File: config.mk
export PLATFORM = sky130hd
export DESIGN_NAME = icebus_motor_responder
export DESIGN_NICKNAME = d
export VERILOG_FILES = /design/src/rtl/icebus_motor_responder.sv
export SDC_FILE = /design/constraint.sdc
export NUM_CORES = 1
export LEC_CHECK = 0
export BUFFER_PORTS_ARGS = -buffer_cell sky130_fd_sc_hd__buf_2
export CAP_MARGIN = 20
export CORE_MARGIN = 5
export CORE_UTILIZATION = 50
export DETAILED_ROUTE_END_ITERATION = 6
export PLACE_DENSITY = 0.75
export SYNTH_ARGS = -nofsm -noshare
export SYNTH_HDL_FRONTEND = slang
export SYNTH_SLANG_ARGS = --single-unit
File: constraint.sdc
create_clock -name clock -period 5.05 [get_ports clock]
set_input_delay 0.2525 -clock clock [delete_from_list [all_inputs] [get_ports clock]]
set_output_delay 0.2525 -clock clock [all_outputs]
set_load 0.05 [all_outputs]
File: src/rtl/icebus_motor_responder.sv
// rtl/icebus_motor_responder.sv - motor-side UART command responder (optional feature macro: ICEBUS_RESPONDER_TIMEOUT_EN)
module icebus_motor_responder #(
    parameter int unsigned CLOCK_SPEED_HZ = 50_000_000,
    parameter int unsigned BAUD_RATE      = 1_000_000,
    parameter logic [7:0]  MOTOR_ID       = 8'd0,
    parameter int unsigned TIMEOUT_CLKS   = 20 * (CLOCK_SPEED_HZ / BAUD_RATE)
) (
    input  logic               clock,
    input  logic               reset,
    input  logic               rx,
    output logic               tx,
    input  logic signed [31:0] position,
    input  logic signed [31:0] velocity,
    input  logic signed [31:0] displacement,
    input  logic signed [15:0] current,
    output logic signed [31:0] setpoint,
    output logic               setpoint_valid,
    output logic               frame_error,
    output logic               busy
);
    localparam int unsigned CLKS_PER_BIT = CLOCK_SPEED_HZ / BAUD_RATE;
    localparam logic [15:0] BIT_LAST      = 16'(CLKS_PER_BIT - 1);
    localparam logic [15:0] HALF_LAST     = 16'(CLKS_PER_BIT / 2 - 1);
    localparam logic [31:0] TIMEOUT_LIMIT = 32'(TIMEOUT_CLKS);
`ifdef ICEBUS_RESPONDER_TIMEOUT_EN
    localparam bit TIMEOUT_EN = 1'b1;
`else
    localparam bit TIMEOUT_EN = 1'b0;
`endif

    typedef enum logic [1:0] {RX_IDLE, RX_START, RX_DATA, RX_STOP} rx_state_t;
    typedef enum logic [1:0] {TX_IDLE, TX_START, TX_DATA, TX_STOP} tx_state_t;
    typedef enum logic [2:0] {P_IDLE, P_ID, P_DATA0, P_DATA1, P_DATA2, P_DATA3, P_CHK} p_state_t;

    logic         rx_meta_q, rx_sync_q, rx_prev_q;
    rx_state_t    rx_state_q, rx_state_d;
    logic [15:0]  rx_cnt_q, rx_cnt_d;
    logic [2:0]   rx_bit_q, rx_bit_d;
    logic [7:0]   rx_shift_q, rx_shift_d;
    logic         rx_done_q, rx_done_d;
    logic         rx_ok_q, rx_ok_d;
    logic [7:0]   rx_byte_q, rx_byte_d;

    p_state_t     p_state_q, p_state_d;
    logic [7:0]   p_id_q, p_id_d;
    logic [7:0]   p_sum_q, p_sum_d;
    logic [31:0]  p_sp_q, p_sp_d;
    logic [31:0]  to_cnt_q, to_cnt_d;
    logic         accept, ferr;

    logic [31:0]  setpoint_q;
    logic         setpoint_valid_q, frame_error_q;
    logic         pending_q;
    logic [111:0] snap_q;

    tx_state_t    tx_state_q, tx_state_d;
    logic [15:0]  tx_cnt_q, tx_cnt_d;
    logic [2:0]   tx_bit_q, tx_bit_d;
    logic [7:0]   tx_shift_q, tx_shift_d;
    logic [4:0]   tx_idx_q, tx_idx_d;
    logic [111:0] tx_buf_q, tx_buf_d;
    logic [7:0]   tx_sum_q, tx_sum_d;
    logic         tx_q, tx_d;
    logic         take_pending;

    // Two-flop synchronizer plus one history flop for falling-edge detection
    always_ff @(posedge clock) begin
        if (reset) begin
            rx_meta_q <= 1'b1;
            rx_sync_q <= 1'b1;
            rx_prev_q <= 1'b1;
        end else begin
            rx_meta_q <= rx;
            rx_sync_q <= rx_meta_q;
            rx_prev_q <= rx_sync_q;
        end
    end

    // UART receiver: confirm start at half bit, sample data and stop at mid-bit
    always_comb begin
        rx_state_d = rx_state_q;
        rx_cnt_d   = rx_cnt_q + 16'd1;
        rx_bit_d   = rx_bit_q;
        rx_shift_d = rx_shift_q;
        rx_done_d  = 1'b0;
        rx_ok_d    = 1'b0;
        rx_byte_d  = rx_byte_q;
        unique case (rx_state_q)
            RX_IDLE: begin
                rx_cnt_d = '0;
                if (rx_prev_q && !rx_sync_q) rx_state_d = RX_START;
            end
            RX_START: begin
                if (rx_cnt_q == HALF_LAST) begin
                    rx_cnt_d   = '0;
                    rx_bit_d   = '0;
                    rx_state_d = rx_sync_q ? RX_IDLE : RX_DATA;
                end
            end
            RX_DATA: begin
                if (rx_cnt_q == BIT_LAST) begin
                    rx_cnt_d   = '0;
                    rx_shift_d = {rx_sync_q, rx_shift_q[7:1]};
                    rx_bit_d   = rx_bit_q + 3'd1;
                    if (rx_bit_q == 3'd7) rx_state_d = RX_STOP;
                end
            end
            RX_STOP: begin
                if (rx_cnt_q == BIT_LAST) begin
                    rx_done_d  = 1'b1;
                    rx_ok_d    = rx_sync_q;
                    rx_byte_d  = rx_shift_q;
                    rx_state_d = RX_IDLE;
                end
            end
            default: rx_state_d = RX_IDLE;
        endcase
    end

    // Receiver state register
    always_ff @(posedge clock) begin
        if (reset) begin
            rx_state_q <= RX_IDLE;
            rx_cnt_q   <= '0;
            rx_bit_q   <= '0;
            rx_shift_q <= '0;
            rx_done_q  <= 1'b0;
            rx_ok_q    <= 1'b0;
            rx_byte_q  <= '0;
        end else begin
            rx_state_q <= rx_state_d;
            rx_cnt_q   <= rx_cnt_d;
            rx_bit_q   <= rx_bit_d;
            rx_shift_q <= rx_shift_d;
            rx_done_q  <= rx_done_d;
            rx_ok_q    <= rx_ok_d;
            rx_byte_q  <= rx_byte_d;
        end
    end

    // Inter-byte idle counter; only runs mid-frame while the line is quiet
    always_comb begin
        to_cnt_d = '0;
        if (TIMEOUT_EN && p_state_q != P_IDLE && rx_state_q == RX_IDLE && !rx_done_q
            && to_cnt_q != TIMEOUT_LIMIT)
            to_cnt_d = to_cnt_q + 32'd1;
    end

    // Command parser: walks the 7-byte frame, checks sum and ID in CHK
    always_comb begin
        p_state_d = p_state_q;
        p_id_d    = p_id_q;
        p_sum_d   = p_sum_q;
        p_sp_d    = p_sp_q;
        accept    = 1'b0;
        ferr      = 1'b0;
        if (rx_done_q && !rx_ok_q) begin
            ferr      = 1'b1;
            p_state_d = P_IDLE;
        end else if (rx_done_q) begin
            unique case (p_state_q)
                P_IDLE:  if (rx_byte_q == 8'h55) p_state_d = P_ID;
                P_ID: begin
                    p_id_d    = rx_byte_q;
                    p_sum_d   = rx_byte_q;
                    p_state_d = P_DATA0;
                end
                P_DATA0: begin
                    p_sp_d[7:0] = rx_byte_q;
                    p_sum_d     = p_sum_q + rx_byte_q;
                    p_state_d   = P_DATA1;
                end
                P_DATA1: begin
                    p_sp_d[15:8] = rx_byte_q;
                    p_sum_d      = p_sum_q + rx_byte_q;
                    p_state_d    = P_DATA2;
                end
                P_DATA2: begin
                    p_sp_d[23:16] = rx_byte_q;
                    p_sum_d       = p_sum_q + rx_byte_q;
                    p_state_d     = P_DATA3;
                end
                P_DATA3: begin
                    p_sp_d[31:24] = rx_byte_q;
                    p_sum_d       = p_sum_q + rx_byte_q;
                    p_state_d     = P_CHK;
                end
                P_CHK: begin
                    p_state_d = P_IDLE;
                    if (rx_byte_q != p_sum_q) ferr = 1'b1;
                    else if (p_id_q == MOTOR_ID) accept = 1'b1;
                end
                default: p_state_d = P_IDLE;
            endcase
        end else if (TIMEOUT_EN && p_state_q != P_IDLE && to_cnt_q == TIMEOUT_LIMIT) begin
            ferr      = 1'b1;
            p_state_d = P_IDLE;
        end
    end

    // Parser state register
    always_ff @(posedge clock) begin
        if (reset) begin
            p_state_q <= P_IDLE;
            p_id_q    <= '0;
            p_sum_q   <= '0;
            p_sp_q    <= '0;
            to_cnt_q  <= '0;
        end else begin
            p_state_q <= p_state_d;
            p_id_q    <= p_id_d;
            p_sum_q   <= p_sum_d;
            p_sp_q    <= p_sp_d;
            to_cnt_q  <= to_cnt_d;
        end
    end

    // Setpoint latch, status snapshot and the one-deep pending flag
    always_ff @(posedge clock) begin
        if (reset) begin
            setpoint_q       <= '0;
            setpoint_valid_q <= 1'b0;
            frame_error_q    <= 1'b0;
            pending_q        <= 1'b0;
            snap_q           <= '0;
        end else begin
            setpoint_valid_q <= accept;
            frame_error_q    <= ferr;
            if (accept) begin
                setpoint_q <= p_sp_q;
                snap_q     <= {current, displacement, velocity, position};
                pending_q  <= 1'b1;
            end else if (take_pending) begin
                pending_q <= 1'b0;
            end
        end
    end

    // Transmitter: copies the snapshot at frame start so later commands cannot corrupt it
    always_comb begin
        tx_state_d   = tx_state_q;
        tx_cnt_d     = tx_cnt_q + 16'd1;
        tx_bit_d     = tx_bit_q;
        tx_shift_d   = tx_shift_q;
        tx_idx_d     = tx_idx_q;
        tx_buf_d     = tx_buf_q;
        tx_sum_d     = tx_sum_q;
        tx_d         = tx_q;
        take_pending = 1'b0;
        unique case (tx_state_q)
            TX_IDLE: begin
                tx_cnt_d = '0;
                tx_d     = 1'b1;
                if (pending_q) begin
                    take_pending = 1'b1;
                    tx_buf_d     = snap_q;
                    tx_sum_d     = MOTOR_ID;
                    tx_idx_d     = '0;
                    tx_shift_d   = 8'hAA;
                    tx_state_d   = TX_START;
                    tx_d         = 1'b0;
                end
            end
            TX_START: begin
                if (tx_cnt_q == BIT_LAST) begin
                    tx_cnt_d   = '0;
                    tx_bit_d   = '0;
                    tx_state_d = TX_DATA;
                    tx_d       = tx_shift_q[0];
                end
            end
            TX_DATA: begin
                if (tx_cnt_q == BIT_LAST) begin
                    tx_cnt_d   = '0;
                    tx_shift_d = tx_shift_q >> 1;
                    tx_bit_d   = tx_bit_q + 3'd1;
                    if (tx_bit_q == 3'd7) begin
                        tx_state_d = TX_STOP;
                        tx_d       = 1'b1;
                    end else begin
                        tx_d = tx_shift_q[1];
                    end
                end
            end
            TX_STOP: begin
                if (tx_cnt_q == BIT_LAST) begin
                    tx_cnt_d = '0;
                    if (tx_idx_q == 5'd16) begin
                        tx_state_d = TX_IDLE;
                        tx_d       = 1'b1;
                    end else begin
                        tx_idx_d   = tx_idx_q + 5'd1;
                        tx_state_d = TX_START;
                        tx_d       = 1'b0;
                        if (tx_idx_q == 5'd0) begin
                            tx_shift_d = MOTOR_ID;
                        end else if (tx_idx_q == 5'd15) begin
                            tx_shift_d = tx_sum_q;
                        end else begin
                            tx_shift_d = tx_buf_q[7:0];
                            tx_buf_d   = tx_buf_q >> 8;
                            tx_sum_d   = tx_sum_q + tx_buf_q[7:0];
                        end
                    end
                end
            end
            default: tx_state_d = TX_IDLE;
        endcase
    end

    // Transmitter state register; reset drives the line idle on the next edge
    always_ff @(posedge clock) begin
        if (reset) begin
            tx_state_q <= TX_IDLE;
            tx_cnt_q   <= '0;
            tx_bit_q   <= '0;
            tx_shift_q <= '0;
            tx_idx_q   <= '0;
            tx_buf_q   <= '0;
            tx_sum_q   <= '0;
            tx_q       <= 1'b1;
        end else begin
            tx_state_q <= tx_state_d;
            tx_cnt_q   <= tx_cnt_d;
            tx_bit_q   <= tx_bit_d;
            tx_shift_q <= tx_shift_d;
            tx_idx_q   <= tx_idx_d;
            tx_buf_q   <= tx_buf_d;
            tx_sum_q   <= tx_sum_d;
            tx_q       <= tx_d;
        end
    end

    assign tx             = tx_q;
    assign setpoint       = setpoint_q;
    assign setpoint_valid = setpoint_valid_q;
    assign frame_error    = frame_error_q;
    assign busy           = pending_q || (tx_state_q != TX_IDLE);

endmodule
==> results.sh, run 1 <==
export IMPL_drt_drc_violations_left=0
export IMPL_htree_levels=2
export IMPL_insertion_delay_ps=540
export IMPL_yosys_area_top_type_share=0.482
export IMPL_grt_pass1_vias=13300
export IMPL_hpwl_um=24200
export IMPL_port_buffers=150
export IMPL_initial_utilization=0.506
export IMPL_hold_violations=0
export IMPL_nets=2194
export IMPL_crit_path_top_delay_cell="a21o_4"
export IMPL_synth_ff_type="dfxtp_1"
export IMPL_ys_types=66
export IMPL_cts_tree="built"
export IMPL_switchingPower_mw=1.43
export IMPL_max_slew_margin_rel=0.254
export IMPL_power_frac_comb=0.050
export IMPL_grt_ovfl_total=0
export IMPL_dr_total_vias=13700
export IMPL_critPathLaunchType="flop"
export IMPL_stdcell_count=2517
export IMPL_peakVddDrop_mv=0.215
export IMPL_dieArea_mm2=0.0365
export IMPL_die_w_um=191
export IMPL_crit_path_max_incr_delay_ps=750
export IMPL_post_drt_wl_per_cell_um=15.7
export IMPL_r2r_start="tx_state_q[0]"
export IMPL_synth_cells=1863
export IMPL_clk_pin_slew_ps=60
export IMPL_synth_edff_count=0
export IMPL_drv_slew=0
export IMPL_path_class="flop to flop"
export IMPL_dp_cells=2336
export IMPL_p_clk_frac=0.464
export IMPL_fillers=2756
export IMPL_maxCapViolations=0
export IMPL_antenna_found_initial=0
export IMPL_synth_top_area_cell="dfxtp_1"
export IMPL_drt_iter0_drc=991
export IMPL_drt_vias_per_instance=5.43
export IMPL_syn_to_final_growth_pct=20.2
export IMPL_ys_top_cells_by_area="dfxtp_1 48%, mux2i_1 11%, nand2_1 7.3%, nor2_1 5.5%, a21oi_1 5.5%"
export IMPL_clock_fmax_mhz=286
export IMPL_power_density_mw_per_mm2=331
export IMPL_die_h_um=191
export IMPL_worst_slew_pin_slew_ps=1120
export IMPL_synthTopCellsByCount="395 x dfxtp_1, 321 x nand2_1, 239 x nor2_1, 179 x a21oi_1, 173 x mux2i_1"
export IMPL_ff2ff_path_depth=7
export IMPL_rows=66
export IMPL_min_path_type="input port to flop"
export IMPL_cp_num_buf_inv=1
export IMPL_p_int_mw=5.09
export IMPL_finalPower_mw=6.52
export IMPL_synth_seq_cells=395
export IMPL_synthMostInstantiatedCell="dfxtp_1"
export IMPL_crit_start="tx_state_q[0]"
export IMPL_min_period_over_period=0.691
export IMPL_r2r_slack_ps=1560
export IMPL_reg2reg_to="tx_buf_q[35]"
export IMPL_yosysSeqAreaShare=0.482
export IMPL_synth_area_mm2=0.0164
export IMPL_routed_wl_um=39500
export IMPL_fin_crit_ps=3490
export IMPL_layout_drive_gt1_share=0.119
export IMPL_syn_area_per_cell_um2=8.81
export IMPL_gr_usage_all_layers=0.210
export IMPL_grt_max_degree=161
export IMPL_synth_warnings=0
export IMPL_dpl_instance_area_mm2=0.0173
export IMPL_core_area_mm2=0.0325
export IMPL_arrival_ps=3920
export IMPL_dr_pass1_iters=5
export IMPL_seq_power_share=0.486
export IMPL_async_flop_share=0
export IMPL_syn_nets=2014
export IMPL_design_area_mm2=0.0197
export IMPL_grt_pass1_wl_um=64800
export IMPL_gp_congestion=0.845
export IMPL_ant_nets=0
export IMPL_cp_data_required_time_ps=5480
export IMPL_setup_viol=0
export IMPL_cp_max_fo=126
export IMPL_path_cells="ha_4 -> nand2b_1 -> nor3_1 -> a21o_4 -> buf_12 -> nor2_1 -> a211oi_1"
export IMPL_p_leak_nw=6.68
export IMPL_critPathCaptureType="flop"
export IMPL_crit_family="compound AO/OA/AOI/OAI gates"
export IMPL_swShare=0.219
export IMPL_cts_buffers=40
export IMPL_clock_skew_ps=16.3
export IMPL_status="finished, final reports clean"
export IMPL_crit_cells=7
export IMPL_rsz0062_at_grt="false"
export IMPL_cts_root_buffer="clkbuf_16"
export IMPL_cts_sinks=395
export IMPL_final_util=0.608
export IMPL_ioPinCount=151
export IMPL_setup_tns_ps=0
export IMPL_worstSetupEndpoint="tx_buf_q[35]"
export IMPL_clock_path_buffers=3
[cells in the final DEF (no fill, tap or decap), drive strengths merged, types with 5 or more instances in the layout]
master / synthesis / routed
a2111oi: 5 / 5
a211oi: 109 / 109
a21oi: 179 / 179
a22oi: 10 / 10
and3: 5 / 5
and4: 5 / 5
buf: 49 / 163
clkbuf: 81 / 58
clkinv: 1 / 8
dfxtp: 395 / 395
dlygate4sd3: 0 / 105
ha: 34 / 34
inv: 32 / 34
mux2i: 173 / 173
nand2: 321 / 321
nand2b: 7 / 7
nand3: 27 / 27
nand4: 8 / 8
nor2: 239 / 239
nor2b: 7 / 7
nor3: 24 / 24
nor3b: 5 / 5
nor4: 11 / 11
o21ai: 11 / 11
o22ai: 5 / 5
or3: 6 / 6
or4: 5 / 5
xnor2: 20 / 20
xor2: 14 / 14
[flip-flops by register name, indices dropped and copies added (netlist names), 2 cells and up, named ones only]
signal and cells:
snap_q 112, tx_buf_q 112, p_sp_q 32, setpoint 32, rx_cnt_q 16, tx_cnt_q 16
p_id_q 8, p_sum_q 8, rx_byte_q 8, rx_shift_q 8, tx_shift_q 8, tx_sum_q 8
tx_idx_q 5, p_state_q 3, rx_bit_q 3, tx_bit_q 3, tx_state_q 2
[worst min path at each step]
stage / start / endpoint / slack [ps] / cells after the start
after floorplan: rx / rx_meta_q / 360 / 1
after global placement: rx_meta_q / rx_sync_q / 400 / 1
after detailed placement: rx_meta_q / rx_sync_q / 400 / 1
after CTS: velocity[23] / snap_q[55] / 2 / 3
after global routing: displacement[29] / snap_q[93] / 10 / 3
final: velocity[23] / snap_q[55] / 7 / 3
[routing by layer]
metal	GRT usage	share of wire	up-vias
li1	-	-	6804
met1	0.278	0.45	6469
met2	0.348	0.47	314
met3	0.0281	0.039	91
met4	0.0840	0.039	0
met5	0	0	-
[power groups by stage]
| stage | registers (mW) | clock network (mW) | logic (mW) |
|---|---|---|---|
| floorplan | 3.24 | 0 | 0.165 |
| global route | 3.17 | 3.22 | 0.361 |
| CTS | 3.17 | 3.07 | 0.324 |
| finish | 3.17 | 3.02 | 0.329 |
| global placement | 3.24 | 0 | 0.254 |
| detailed placement | 3.24 | 0 | 0.261 |
[worst register-to-register path, stage by stage (launching register included)]
cell	delay (ps)
dfxtp_1	480
ha_4	740
nand2b_1	150
nor3_1	360
a21o_4	750
buf_12	510
nor2_1	130
a211oi_1	270
[layout make-up]
| class | count | area [µm²] | area share |
|---|---|---|---|
| sequential | 395 | 7910 | 0.401 |
| multi-input combinational | 1305 | 7830 | 0.397 |
| timing repair buffer | 268 | 1940 | 0.0982 |
| clock buffer | 58 | 1190 | 0.0602 |
| tap | 442 | 553 | 0.0280 |
| clock inverter | 14 | 180 | 0.00913 |
| inverter | 33 | 124 | 0.00628 |
| antenna | 2 | 5.00 | 0.000254 |
[stage by stage]
stage / setup slack, ps / hold WS [ps]
floorplan: 2710 / 356
global placement: 1780 / 399
detailed placement: 1630 / 403
CTS: 1610 / 1.61
global route: 1200 / 14.3
finish: 1560 / 7.37
[cells by family (layout without fill, tap and decap cells)]
group | Yosys count | after routing | synth area share
AND/OR/NAND/NOR | 696 | 696 | 0.182
XOR/XNOR | 34 | 34 | 0.0181
flip-flops | 395 | 395 | 0.482
other | 0 | 2 | 0
AO/OA/AOI/OAI | 366 | 366 | 0.141
adder cells (fa/ha/maj) | 36 | 36 | 0.0284
buffers and inverters | 163 | 373 | 0.0427
multiplexers | 173 | 173 | 0.106
[timing repair]
action / in CTS / in global routing
resized for setup: 0 / 0
endpoints found under the setup margin: 0 / 0
setup buffers: 0 / 0
hold buffers: 105 / 0
hold endpoints to repair: 105 / 0
Power figures use the tool's default switching activity.
==> run 2, diff against run 1 <==
- clock period: 5.05 -> 3.5 ns (I/O delays scaled with it)
==> results.sh, run 2 (synthesis results as in run 1) <==
export IMPL_cts_sinks=395
export IMPL_maxCapViolations=0
export IMPL_p_clk_frac=0.463
export IMPL_cts_tree="built"
export IMPL_crit_start="rx_byte_q[3]"
export IMPL_min_period_over_period=0.880
export IMPL_cts_resized=0
export IMPL_gr_usage_all_layers=0.214
export IMPL_seq_power_share=0.485
export IMPL_ant_nets=0
export IMPL_cts_buffers=43
export IMPL_grt_pass1_vias=13400
export IMPL_power_frac_comb=0.052
export IMPL_drt_vias_per_instance=5.40
export IMPL_clock_path_buffers=3
export IMPL_reg2reg_to="snap_q[37]"
export IMPL_setup_tns_ps=0
export IMPL_r2r_slack_ps=420
export IMPL_status="finished, final reports clean"
export IMPL_insertion_delay_ps=540
export IMPL_clock_skew_ps=26.8
export IMPL_layout_drive_gt1_share=0.121
export IMPL_cp_max_fo=55
export IMPL_die_w_um=191
export IMPL_port_buffers=150
export IMPL_drt_drc_violations_left=0
export IMPL_setup_viol=0
export IMPL_worst_slew_pin_slew_ps=984
export IMPL_grt_pass1_wl_um=65700
export IMPL_hpwl_um=24900
export IMPL_fin_crit_ps=3080
export IMPL_nets=2214
export IMPL_min_path_type="input port to flop"
export IMPL_layout_common_cells="395 x dfxtp_1, 321 x nand2_1, 239 x nor2_1"
export IMPL_dieArea_mm2=0.0365
export IMPL_grt_max_degree=204
export IMPL_htree_levels=2
export IMPL_cts_setup_buffers=0
export IMPL_dr_pass1_iters=5
export IMPL_ff2ff_path_depth=7
export IMPL_max_slew_margin_rel=0.342
export IMPL_cp_data_required_time_ps=3870
export IMPL_ctsHoldBuffers=113
export IMPL_design_area_mm2=0.0199
export IMPL_post_drt_wl_per_cell_um=15.8
export IMPL_cts_root_buffer="clkbuf_16"
export IMPL_swShare=0.220
export IMPL_min_path_cells=2
export IMPL_grt_ovfl_total=0
export IMPL_die_h_um=191
export IMPL_r2r_start="rx_byte_q[3]"
export IMPL_path_class="flop to flop"
export IMPL_drv_slew=0
export IMPL_power_density_mw_per_mm2=473
export IMPL_hold_violations=0
export IMPL_antenna_found_initial=2
export IMPL_critPathCaptureType="flop"
export IMPL_clock_fmax_mhz=325
export IMPL_p_leak_nw=6.78
export IMPL_gp_congestion=0.852
export IMPL_initial_utilization=0.506
export IMPL_dr_total_vias=13700
export IMPL_drt_iter0_drc=903
export IMPL_rsz0062_at_grt="false"
export IMPL_peakVddDrop_mv=0.335
export IMPL_largest_registers="snap_q (112), tx_buf_q (112)"
export IMPL_dpl_instance_area_mm2=0.0174
export IMPL_worstSetupEndpoint="snap_q[37]"
export IMPL_rows=66
export IMPL_clk_pin_slew_ps=70
export IMPL_final_common_cell="dfxtp_1"
export IMPL_switchingPower_mw=2.08
export IMPL_final_util=0.614
export IMPL_routed_wl_um=40100
export IMPL_critPathLaunchType="flop"
export IMPL_core_area_mm2=0.0325
export IMPL_p_int_mw=7.35
export IMPL_syn_to_final_growth_pct=21.4
export IMPL_arrival_ps=3450
export IMPL_ioPinCount=151
[run 2: cell count changes in the layout (fill, tap and decap cells not counted), sizes merged]
cell         change
buf              +9
bufinv           -1
clkbuf           +3
clkinv           +2
clkinvlp         -1
dlygate4sd3      +8
[run 2: power groups by stage]
stage	Sequential [mW]	Combinational [mW]	Clock, mW
floorplan	4.67	0.238	0
global placement	4.67	0.376	0
detailed placement	4.67	0.381	0
CTS	4.57	0.480	4.46
global route	4.58	0.530	4.64
finish	4.57	0.486	4.37
[run 2: worst min-delay path by stage]
stage           from          end  slack, ps
2_1_floorplan     rx    rx_meta_q        280
3_3_place_gp      rx    rx_meta_q        360
3_5_place_dp      rx    rx_meta_q        360
4_1_cts        reset  tx_bit_q[1]         40
5_1_grt        reset  tx_bit_q[1]         80
6_report       reset  tx_bit_q[2]         60
[run 2: cell type report]
| class | instances | area (µm²) |
|---|---|---|
| Clock buffer | 61 | 1220 |
| Tap cell | 442 | 553 |
| Antenna cell | 2 | 5.00 |
| Timing Repair Buffer | 285 | 2130 |
| Multi-Input combinational cell | 1305 | 7830 |
| Inverter | 33 | 124 |
| Fill cell | 2689 | 12500 |
| Sequential cell | 395 | 7910 |
| Clock inverter | 14 | 145 |
[run 2: per-layer routing]
metal	global-route usage	up-vias	share of wire	routed length, µm
met5	0	-	0	0
met3	0.0323	105	0.043	1730
li1	-	6855	-	-
met1	0.278	6427	0.44	17700
met4	0.0834	0	0.037	1480
met2	0.361	322	0.48	19200
[run 2: worst max-delay path, cell delays in order, from the launching register on]
cell and delay, ps:
dfxtp_1 550, ha_1 350, nor4_1 320, nand3_1 260
or4_4 890, buf_12 310, nand2_1 120, a21oi_1 100
[run 2: metrics by stage]
stage | hold slack (ps) | std cells | total power [mW] | setup WS [ps]
2_1_floorplan | 279 | 1863 | 4.91 | 1160
5_1_grt | 79.4 | 2537 | 9.75 | 309
3_3_place_gp | 364 | 2347 | 5.04 | 686
6_report | 55.4 | 2537 | 9.43 | 418
4_1_cts | 40.2 | 2535 | 9.51 | 490
3_5_place_dp | 361 | 2347 | 5.05 | 567
==> run 3, diff against run 2 <==
- PLACE_DENSITY: 0.75 -> 0.78
- clock period: 3.5 -> 2.65 ns (I/O delays scaled with it)
==> results.sh, run 3 (synthesis results as in run 1) <==
export IMPL_clock_fmax_mhz=379
export IMPL_crit_path_max_incr_delay_ps=650
export IMPL_fillers=2579
export IMPL_drt_vias_per_instance=5.42
export IMPL_largest_registers="snap_q (112), tx_buf_q (112)"
export IMPL_cp_num_buf_inv=1
export IMPL_path_cells="ha_1 -> nor4_1 -> nand3_1 -> or4_4 -> buf_12 -> nand2_1 -> a21oi_1"
export IMPL_dr_total_vias=13800
export IMPL_crit_path_top_delay_cell="or4_4"
export IMPL_die_w_um=191
export IMPL_power_density_mw_per_mm2=616
export IMPL_fin_crit_ps=2640
export IMPL_layout_drive_gt1_share=0.129
export IMPL_hold_violations=0
export IMPL_clk_pin_slew_ps=60
export IMPL_antenna_found_initial=0
export IMPL_min_period_over_period=0.996
export IMPL_grt_max_degree=130
export IMPL_p_leak_nw=6.88
export IMPL_final_util=0.620
export IMPL_cts_root_buffer="clkbuf_16"
export IMPL_critPathLaunchType="flop"
export IMPL_clock_path_buffers=3
export IMPL_final_common_cell="dfxtp_1"
export IMPL_post_drt_wl_per_cell_um=15.7
export IMPL_routed_wl_um=40000
export IMPL_cp_data_required_time_ps=3020
export IMPL_hpwl_um=25300
export IMPL_cts_sinks=395
export IMPL_rows=66
export IMPL_ant_nets=0
export IMPL_rsz0062_at_grt="true"
export IMPL_grt_ovfl_total=0
export IMPL_finalPower_mw=12.4
export IMPL_initial_utilization=0.506
export IMPL_arrival_ps=3010
export IMPL_gp_congestion=0.864
export IMPL_dr_pass1_iters=5
export IMPL_cts_setup_buffers=0
export IMPL_ioPinCount=151
export IMPL_die_h_um=191
export IMPL_setup_viol=0
export IMPL_min_path_cells=3
export IMPL_htree_levels=2
export IMPL_dieArea_mm2=0.0365
export IMPL_worst_slew_pin_slew_ps=830
export IMPL_grt_pass1_vias=13500
export IMPL_max_slew_margin_rel=0.447
export IMPL_status="finished, final reports clean"
export IMPL_cp_max_fo=77
export IMPL_drt_iter0_drc=1050
export IMPL_port_buffers=150
export IMPL_insertion_delay_ps=540
export IMPL_cts_buffers=41
export IMPL_gr_usage_all_layers=0.213
export IMPL_crit_family="simple AND/OR/NAND/NOR gates"
export IMPL_clock_skew_ps=17.0
export IMPL_path_class="flop to flop"
export IMPL_cts_tree="built"
export IMPL_crit_cells=7
export IMPL_maxCapViolations=0
export IMPL_critPathCaptureType="flop"
export IMPL_drv_slew=0
export IMPL_ff2ff_path_depth=7
export IMPL_min_path_type="input port to flop"
export IMPL_drt_drc_violations_left=0
export IMPL_core_area_mm2=0.0325
export IMPL_nets=2230
export IMPL_syn_to_final_growth_pct=22.6
export IMPL_peakVddDrop_mv=0.446
export IMPL_grt_pass1_wl_um=65600
export IMPL_layout_common_cells="395 x dfxtp_1, 321 x nand2_1, 239 x nor2_1"
## run 3: cell types whose count changed in the layout (fill, tap and decap cells not counted), sizes merged
cell / before / now
buf: 172 / 189
clkbuf: 61 / 59
clkinv: 10 / 5
clkinvlp: 1 / 0
dlygate4sd3: 113 / 114
inv: 34 / 35
## run 3: final cells by class
| class | count | area [µm²] | area share |
|---|---|---|---|
| Multi-Input combinational cell | 1305 | 7850 | 0.390 |
| Tap cell | 442 | 553 | 0.0275 |
| Sequential cell | 395 | 7910 | 0.393 |
| Antenna cell | 2 | 5.00 | 0.000249 |
| Clock buffer | 59 | 1210 | 0.0603 |
| Clock inverter | 9 | 121 | 0.00603 |
| Timing Repair Buffer | 303 | 2340 | 0.117 |
| Inverter | 33 | 124 | 0.00616 |
## run 3: worst reg2reg max path, cell delays in order, from the launching register on
cell and delay, ps:
dfxtp_1 330, ha_1 360, nor4_1 390, nand3_1 250
or4_4 650, buf_12 240, nand2_1 190, a21oi_1 80
## run 3: report_power, final
| part | switching [mW] | total [mW] | leakage (nW) | internal, mW |
|---|---|---|---|---|
| registers | 0.0423 | 6.04 | 3.18 | 6.00 |
| clock network | 2.31 | 5.69 | 0.662 | 3.38 |
| logic | 0.354 | 0.657 | 3.04 | 0.302 |
## run 3: final timing paths
| kind | startpoint | end | slack, ps |
|---|---|---|---|
| setup / recovery | rx_byte_q[2] | snap_q[42] | 9 |
| hold / removal | rx | rx_meta_q | 330 |
| setup reg to reg | rx_byte_q[2] | snap_q[42] | 9 |
| hold reg to reg | rx_meta_q | rx_sync_q | 420 |
## run 3: timing repair
action / 4_1_cts / 5_1_grt
endpoints found under the setup margin: 0 / 55
resized for setup: 0 / 3
endpoints found under the hold margin: 128 / 0
hold buffers: 114 / 0
## run 3: metrics by stage
stage,instances,hold WS (ps),setup slack [ps],setup TNS (ps),area [µm²]
after floorplan,1863,236,314,0,16400
after global placement,2364,324,237,0,17600
after detailed placement,2364,332,124,0,17600
after CTS,2546,307,99.8,0,20100
after global routing,2546,351,-3.10,-3.10,20100
final,2548,331,9.30,0,20100
## run 3: layer usage
layer	part of all wire	up-vias	GRT usage
met2	0.49	328	0.364
met3	0.040	98	0.0307
met4	0.032	0	0.0787
li1	-	6889	-
met5	0	-	0
met1	0.44	6487	0.274
